### src/rtl/cache_perf_monitor.sv
// cache_perf_monitor
// Passive performance monitor that sits beside the CMU. It watches the request
// stream (req_valid/req_write) and the CMU stall output, then classifies each
// completed access as a read hit, a write hit or a miss. It accumulates cycle,
// stall and miss-latency statistics.
//
// Parameters
//   CNT_W     width of every event counter
//   LAT_W     width of the per-miss latency counter and max_lat
//   SATURATE  1: counters stick at all-ones, 0: counters wrap to zero
//
// Ports
//   clk, rst                  clock, synchronous active-high reset
//   clr                       synchronous clear of counters and FSM
//   cnt_en                    0 freezes counters, latency and FSM
//   req_valid, req_write      observed access (write = 1, read = 0)
//   stall                     CMU stall; access completes on req_valid & ~stall
//   req_done, req_hit         one-cycle pulse per completed access, hit/miss flag
//   cyc_cnt .. stall_cnt      event counters (CNT_W)
//   max_lat                   longest stall run of any completed miss (LAT_W)
//
// Optional feature: define CACHE_PERF_SNAPSHOT_EN to add input snap and the
// outputs snap_inst, snap_miss and snap_stall. These shadow registers capture the
// live inst/miss/stall counters on snap. rst clears the shadow registers; clr does not.
module cache_perf_monitor #(
  parameter int unsigned CNT_W    = 8,
  parameter int unsigned LAT_W    = 8,
  parameter bit          SATURATE = 1'b1
) (
  input  logic             clk,
  input  logic             rst,
  input  logic             clr,
  input  logic             cnt_en,
  input  logic             req_valid,
  input  logic             req_write,
  input  logic             stall,
`ifdef CACHE_PERF_SNAPSHOT_EN
  input  logic             snap,
  output logic [CNT_W-1:0] snap_inst,
  output logic [CNT_W-1:0] snap_miss,
  output logic [CNT_W-1:0] snap_stall,
`endif
  output logic             req_done,
  output logic             req_hit,
  output logic [CNT_W-1:0] cyc_cnt,
  output logic [CNT_W-1:0] inst_cnt,
  output logic [CNT_W-1:0] rd_hit_cnt,
  output logic [CNT_W-1:0] wr_hit_cnt,
  output logic [CNT_W-1:0] miss_cnt,
  output logic [CNT_W-1:0] stall_cnt,
  output logic [LAT_W-1:0] max_lat
);

  localparam logic [CNT_W-1:0] CNT_MAX = '1;
  localparam logic [LAT_W-1:0] LAT_MAX = '1;

  typedef enum logic {S_IDLE, S_MISS} state_t;

  state_t           r_state, w_state_nxt;
  logic [LAT_W-1:0] r_lat, w_lat_nxt;
  logic [LAT_W-1:0] r_max_lat, w_max_lat_nxt;
  logic [CNT_W-1:0] r_cyc, w_cyc_nxt;
  logic [CNT_W-1:0] r_inst, w_inst_nxt;
  logic [CNT_W-1:0] r_rd_hit, w_rd_hit_nxt;
  logic [CNT_W-1:0] r_wr_hit, w_wr_hit_nxt;
  logic [CNT_W-1:0] r_miss, w_miss_nxt;
  logic [CNT_W-1:0] r_stall, w_stall_nxt;
  logic             r_done, w_done_nxt;
  logic             r_hit, w_hit_nxt;

  // Counter increment honouring the overflow mode.
  function automatic logic [CNT_W-1:0] f_inc(input logic [CNT_W-1:0] v);
    if (SATURATE && (v == CNT_MAX)) return v;
    return v + CNT_W'(1);
  endfunction

  // Next-state, counter updates and completion flags.
  always_comb begin
    w_state_nxt   = r_state;
    w_lat_nxt     = r_lat;
    w_max_lat_nxt = r_max_lat;
    w_cyc_nxt     = r_cyc;
    w_inst_nxt    = r_inst;
    w_rd_hit_nxt  = r_rd_hit;
    w_wr_hit_nxt  = r_wr_hit;
    w_miss_nxt    = r_miss;
    w_stall_nxt   = r_stall;
    w_done_nxt    = 1'b0;
    w_hit_nxt     = 1'b0;

    if (cnt_en && req_valid) begin
      w_cyc_nxt = f_inc(r_cyc);
      if (stall) w_stall_nxt = f_inc(r_stall);

      unique case (r_state)
        S_IDLE: begin
          if (stall) begin
            w_state_nxt = S_MISS;
            w_lat_nxt   = LAT_W'(1);
          end else begin
            w_done_nxt = 1'b1;
            w_hit_nxt  = 1'b1;
            w_inst_nxt = f_inc(r_inst);
            if (req_write) w_wr_hit_nxt = f_inc(r_wr_hit);
            else           w_rd_hit_nxt = f_inc(r_rd_hit);
          end
        end
        S_MISS: begin
          if (stall) begin
            // The latency counter always saturates, independent of SATURATE.
            if (r_lat != LAT_MAX) w_lat_nxt = r_lat + LAT_W'(1);
          end else begin
            w_done_nxt    = 1'b1;
            w_inst_nxt    = f_inc(r_inst);
            w_miss_nxt    = f_inc(r_miss);
            w_max_lat_nxt = (r_lat > r_max_lat) ? r_lat : r_max_lat;
            w_state_nxt   = S_IDLE;
            w_lat_nxt     = '0;
          end
        end
        default: w_state_nxt = S_IDLE;
      endcase
    end else if (cnt_en && (r_state == S_MISS)) begin
      // Requester withdrew mid-miss: drop the access without counting it.
      w_state_nxt = S_IDLE;
      w_lat_nxt   = '0;
    end
  end

  // State and counter registers; rst and clr both return to the idle/zero state.
  always_ff @(posedge clk) begin
    if (rst || clr) begin
      r_state   <= S_IDLE;
      r_lat     <= '0;
      r_max_lat <= '0;
      r_cyc     <= '0;
      r_inst    <= '0;
      r_rd_hit  <= '0;
      r_wr_hit  <= '0;
      r_miss    <= '0;
      r_stall   <= '0;
      r_done    <= 1'b0;
      r_hit     <= 1'b0;
    end else begin
      r_state   <= w_state_nxt;
      r_lat     <= w_lat_nxt;
      r_max_lat <= w_max_lat_nxt;
      r_cyc     <= w_cyc_nxt;
      r_inst    <= w_inst_nxt;
      r_rd_hit  <= w_rd_hit_nxt;
      r_wr_hit  <= w_wr_hit_nxt;
      r_miss    <= w_miss_nxt;
      r_stall   <= w_stall_nxt;
      r_done    <= w_done_nxt;
      r_hit     <= w_hit_nxt;
    end
  end

`ifdef CACHE_PERF_SNAPSHOT_EN
  logic [CNT_W-1:0] r_snap_inst, r_snap_miss, r_snap_stall;

  // Shadow copy of the pre-update live counters; clr leaves it untouched.
  always_ff @(posedge clk) begin
    if (rst) begin
      r_snap_inst  <= '0;
      r_snap_miss  <= '0;
      r_snap_stall <= '0;
    end else if (snap) begin
      r_snap_inst  <= r_inst;
      r_snap_miss  <= r_miss;
      r_snap_stall <= r_stall;
    end
  end

  assign snap_inst  = r_snap_inst;
  assign snap_miss  = r_snap_miss;
  assign snap_stall = r_snap_stall;
`endif

  assign req_done   = r_done;
  assign req_hit    = r_hit;
  assign cyc_cnt    = r_cyc;
  assign inst_cnt   = r_inst;
  assign rd_hit_cnt = r_rd_hit;
  assign wr_hit_cnt = r_wr_hit;
  assign miss_cnt   = r_miss;
  assign stall_cnt  = r_stall;
  assign max_lat    = r_max_lat;

endmodule
### config.mk
export PLATFORM = sky130hd
export DESIGN_NAME = cache_perf_monitor
export DESIGN_NICKNAME = d
export VERILOG_FILES = /design/src/rtl/cache_perf_monitor.sv
export SDC_FILE = /design/constraint.sdc
export NUM_CORES = 1
export LEC_CHECK = 0
export ABC_AREA = 0
export ABC_CLOCK_PERIOD_IN_PS = 2280
export CORE_ASPECT_RATIO = 2
export CORE_UTILIZATION = 39
export DETAILED_ROUTE_END_ITERATION = 10
export PLACE_DENSITY = 0.7
export SLEW_MARGIN = 10
export SYNTH_ARGS = -nofsm -noshare
export SYNTH_HDL_FRONTEND = slang
export SYNTH_SLANG_ARGS = --single-unit
export TNS_END_PERCENT = 30
### constraint.sdc
create_clock -name clk -period 2.28 [get_ports clk]
set_input_delay 0.342 -clock clk [delete_from_list [all_inputs] [get_ports clk]]
set_output_delay 0.342 -clock clk [all_outputs]
set_load 0.01 [all_outputs]
* Word level (Yosys, flattened, before mapping)
Index checks and enable logic that the tools add are counted.
** Storage, ports and cells
- Register bits :: 67
- Bits of input ports :: 7
- Output and inout bits :: 58
** Cells by class
- Add/sub/neg operators :: 7
- Order comparisons :: 1
- Equal/unequal tests :: 16
- Multiplexer cells :: 46
- Bitwise gates (word level) :: 4
- Reduce and logical (&&, ||, !) cells :: 14
** Operator list (number)
- 8-bit 2-to-1 mux :: 15
- 8-bit by 1-bit adder with 8-bit output (second input constant) :: 7
- 8-bit == test (second input constant) :: 6
- 8-bit one-hot mux with 2 select lines :: 2
- 1-bit 2-to-1 mux :: 29
- 2-bit inequality test (second input constant) :: 7
- 5-bit AND reduction :: 2
- 3-bit AND reduction :: 3
- 8-bit > comparator :: 1
- 8-bit inequality test (second input constant) :: 1
- 4-bit AND reduction :: 2
- 4-bit by 3-bit inequality test with 1-bit output (second input constant) :: 1
- 1-bit NOT :: 4
- 3-bit inequality test (second input constant) :: 1
- 3-bit OR reduction :: 1
- 1-bit logical AND :: 2
- 2-bit AND reduction :: 1
- 2-bit nonzero test :: 1
- 2-bit OR reduction :: 1
- 1-bit logical OR :: 1

* Depth between registers and ports, before layout
- Depth in word-level cells :: 8
- Depth in mapped cells :: 8

* Worst setup path after synthesis
No wires, ideal clock.
- Kind :: reg2reg
- From :: register r_max_lat[1], in the netlist max_lat[1]
- To :: register r_max_lat[4], in the netlist max_lat[4]
- Data arrival time :: 1.660 ns
- Slack :: 0.532 ns
- Stages on the path, launching flop included :: 8
- Buffers on the path :: 0
- Period minus slack after synthesis :: 1.748 ns
- Cells stage by stage :: dfxtp_1 -> inv_1 -> ha_1 -> nor2b_1 -> o211ai_1 -> nor4bb_1 -> nor2_1 -> o31ai_1
** On the way
- Cells in the longest elaborated chain, start to end :: 2
** Ends and longest elaborated chain
- start, declared :: line 61 : logic [LAT_W-1:0] r_max_lat, w_max_lat_nxt;
- start signal, assigned :: line 147 : r_max_lat <= w_max_lat_nxt;
- 8-bit > comparator :: line 116 : w_max_lat_nxt = (r_lat > r_max_lat) ? r_lat : r_max_lat;
- 4-bit AND reduction (no source line)
Every way passes these cells.
A chain may end at the register's enable or synchronous reset.

* Worst setup path after layout
- From :: input port cnt_en
- To :: register r_lat[7]
** On the way
- Cells in the longest elaborated chain, start to end :: 3
- Elaborated cells on any way between the ends :: 7
** Ends and longest elaborated chain
- start, declared :: line 33 : input logic cnt_en,
- 1-bit logical AND (on tied branches) :: line 91, 123
- 4-bit by 3-bit inequality test with 1-bit output (no source line), or another cell as far along
- 3-bit AND reduction (no source line)
- end signal, assigned :: line 146 : r_lat <= w_lat_nxt;
- end, declared :: line 60 : logic [LAT_W-1:0] r_lat, w_lat_nxt;
Parallel ways exist; a longest one is shown, timed or not.

==> summary.txt <==
Power and ir drop
  • Clock group share of total power: 0.555
  • Internal Pwr Total: 2.28 mW
  • Final Power: 2.86 mW
  • Net Sw Power: 0.584 mW
  • Cell Pwr Density: 651 nW/um2
  • Pleak: 1.52 nW
  • Register share of total power: 0.412
  • Gate power share: 0.032
  • Sw frac: 0.204
  • Worst VDD drop: 0.431 mV

Place
  • # port buffers: 64
  • RePlAce Congestion: 0.823
  • Final HPWL DP: 5930 um
  • Placed Instances: 531

Yosys
  • FFs w/ async S/R, synth: 0
  • Mapped Nets: 396
  • Mapped Area: 3310 um2
  • Share of the synthesized area in the top cell type: 0.405
  • Top post-synthesis cells by area: dfxtp_1 (41%), nor2_1 (6.0%), ha_1 (5.7%)
  • Area leader, netlist: dfxtp_1
  • Library cells used by synthesis: 54
  • Synth Area per Inst: 8.85 um2
  • Post-synth EDFFs: 0
  • Post-Synthesis Cells: 374
  • Sequential area share after synthesis: 0.405
  • Most used DFF post-synth: dfxtp_1
  • Post-synthesis register bit count: 67
  • Warnings, synthesis: 0

GRT
  • Total global routing overflow: 0
  • Total Routing Usage GR: 0.197
  • Largest net degree at the start of global routing: 35
  • Vias in the first global route: 3051
  • Global-route wire length before repair: 13500 um
  • Initial antenna violation count: 0

Cells and area
  • Area grow syn2layout: 32.8%
  • ANT cells: 0
  • Final nets: 466
  • Most frequent cells in the layout: dfxtp_1 (67), clkdlybuf4s50_1 (64), nor2_1 (53), nand2_1 (25)
  • Layout Cells excl Fill: 547
  • Layout cells sized above 1: 0.0824
  • Commonest non-fill, non-tap cell in the layout: dfxtp_1

Floorplan
  • Die area: 8880 um2
  • Die Span X: 67.1 um
  • Initial Util: 0.402
  • # rows: 47
  • Core footprint: 8230 um2
  • Die Ht: 132 um
  • IO Count: 65

Clock network
  • PostCTS Resize Cnt: 0
  • Inserted Clock Buffers: 9
  • Clock root buffer: clkbuf_16
  • Clk sinks: 67
  • CTS tree: built
  • Worst skew pair latency: 340 ps
  • H-tree depth: 3
  • Post-CTS Hold Buffers: 0
  • Clock transition at path regs: 60 ps
  • CTS max path bufs: 2
  • Postcts setup bufs: 0

STA
  • Final setup vio count: 0
  • Worst-margin pin slew: 432 ps
  • Relative slew margins: 0.712
  • Max-slew violations: 0
  • Period utilization: 0.853
  • Clock Skew: 6.60 ps
  • Min Clock Period, post-route: 1950 ps
  • Endpoints failing hold: 0
  • Fmax achieved: 514 MHz
  • Unrepaired setup endpoints after global routing: no
  • Setup tns final: 0 ps

Critical path
  • CP Max Fanout: 10
  • CP Data Arrival Time: 2210 ps
  • Critical Path Source Type: primary input
  • Kind of critical path: primary input to register
  • Crit end category: register
  • Critical Path RT: 2540 ps

Detailed routing
  • Routed wire length: 8120 um
  • Via-per-instance ratio: 5.54
  • Drt initial violations: 166
  • Drt pass-1 iters: 4
  • WL/cell: 14.9 um
  • Final ANT Viol Nets: 0
  • Residual DRC: 0
  • Vias post-DR: 3032

Outcome
  • Status: finished, final reports clean

Run
  • Max Cap Viol: 0

Min path
  • Hold crit path type: register to register
==> worst paths after layout <==
kind / endpoint / from / slack [ps] / depth (start not counted)
max: r_lat[7] / cnt_en / 330 / 6
min: max_lat[7] / max_lat[7] / 480 / 2
max reg2reg: max_lat[4] / r_lat[1] / 360 / 7
min reg2reg: max_lat[7] / max_lat[7] / 480 / 2
==> cell families after synthesis <==
| family | synth area share |
|---|---|
| compound gates | 0.137 |
| buf+inv | 0.0408 |
| simple gates | 0.259 |
| flops | 0.405 |
| mux | 0.0212 |
| xor+xnor | 0.0794 |
| fa+ha+maj | 0.0567 |
==> cell type report <==
type	count	area, um2
Fill cell	791	3840
Multi-Input combinational cell	280	1830
Sequential cell	67	1340
Timing Repair Buffer	73	708
Clock buffer	9	225
Tap cell	98	123
Clock inverter	7	116
Inverter	13	48.8
==> per-stage QoR <==
stage / worst slack [ps] / hold slack, ps / instance area, um2 / util
after floorplan: 532 / 473 / 3310 / -
after global placement: 112 / 481 / 4050 / 0.492
after detailed placement: 20.0 / 479 / 4050 / 0.492
after CTS: 355 / 491 / 4390 / 0.534
after global routing: 139 / 513 / 4390 / 0.534
final: 334 / 485 / 4390 / 0.534
==> worst max-delay path: stages <==
cell and delay [ps]:
clkdlybuf4s50_1 720, buf_4 190, o311a_2 270, nand2_1 130, or3_1 390, a21oi_1 160
==> layer usage <==
layer  up-vias  share of wire  track usage
li1       1502              -            -
met1      1438           0.38        0.197
met2        74           0.57        0.357
met3        18          0.032       0.0389
met4         0          0.024        0.108
met5         -              0            0
==> sequential cells by signal (all words and copies together), names as in the netlist <==
signal,cells
inst_cnt,8
rd_hit_cnt,8
r_lat,8
req_hit,1
cyc_cnt,8
req_done,1
stall_cnt,8
miss_cnt,8
r_state,1
max_lat,8
wr_hit_cnt,8
==> power by group through the flow <==
stage | Combinational [mW] | Sequential, mW | Clock (mW)
after CTS | 0.0929 | 1.18 | 1.61
after detailed placement | 0.0926 | 1.20 | 0
after global routing | 0.102 | 1.18 | 1.65
final | 0.0927 | 1.18 | 1.59
after global placement | 0.0910 | 1.20 | 0
after floorplan | 0.0611 | 1.20 | 0
==> synthesized netlist by cell type, types with 2 or more instances <==
cell and instances:
a211oi_1 4, a21oi_1 15, a31oi_1 6, a41oi_1 3, and3_1 9, and4_1 7, buf_6 2, clkbuf_1 8
dfxtp_1 67, ha_1 15, inv_1 13, mux2i_1 7, nand2_1 25, nand3_1 20, nand4_1 19, nand4b_1 2
nor2_1 53, nor3_1 9, o211ai_1 3, o21ai_0 14, o31ai_1 8, or2_2 2, or3_1 4, xnor2_1 10
xor2_1 20
Power figures use the tool's default switching activity.
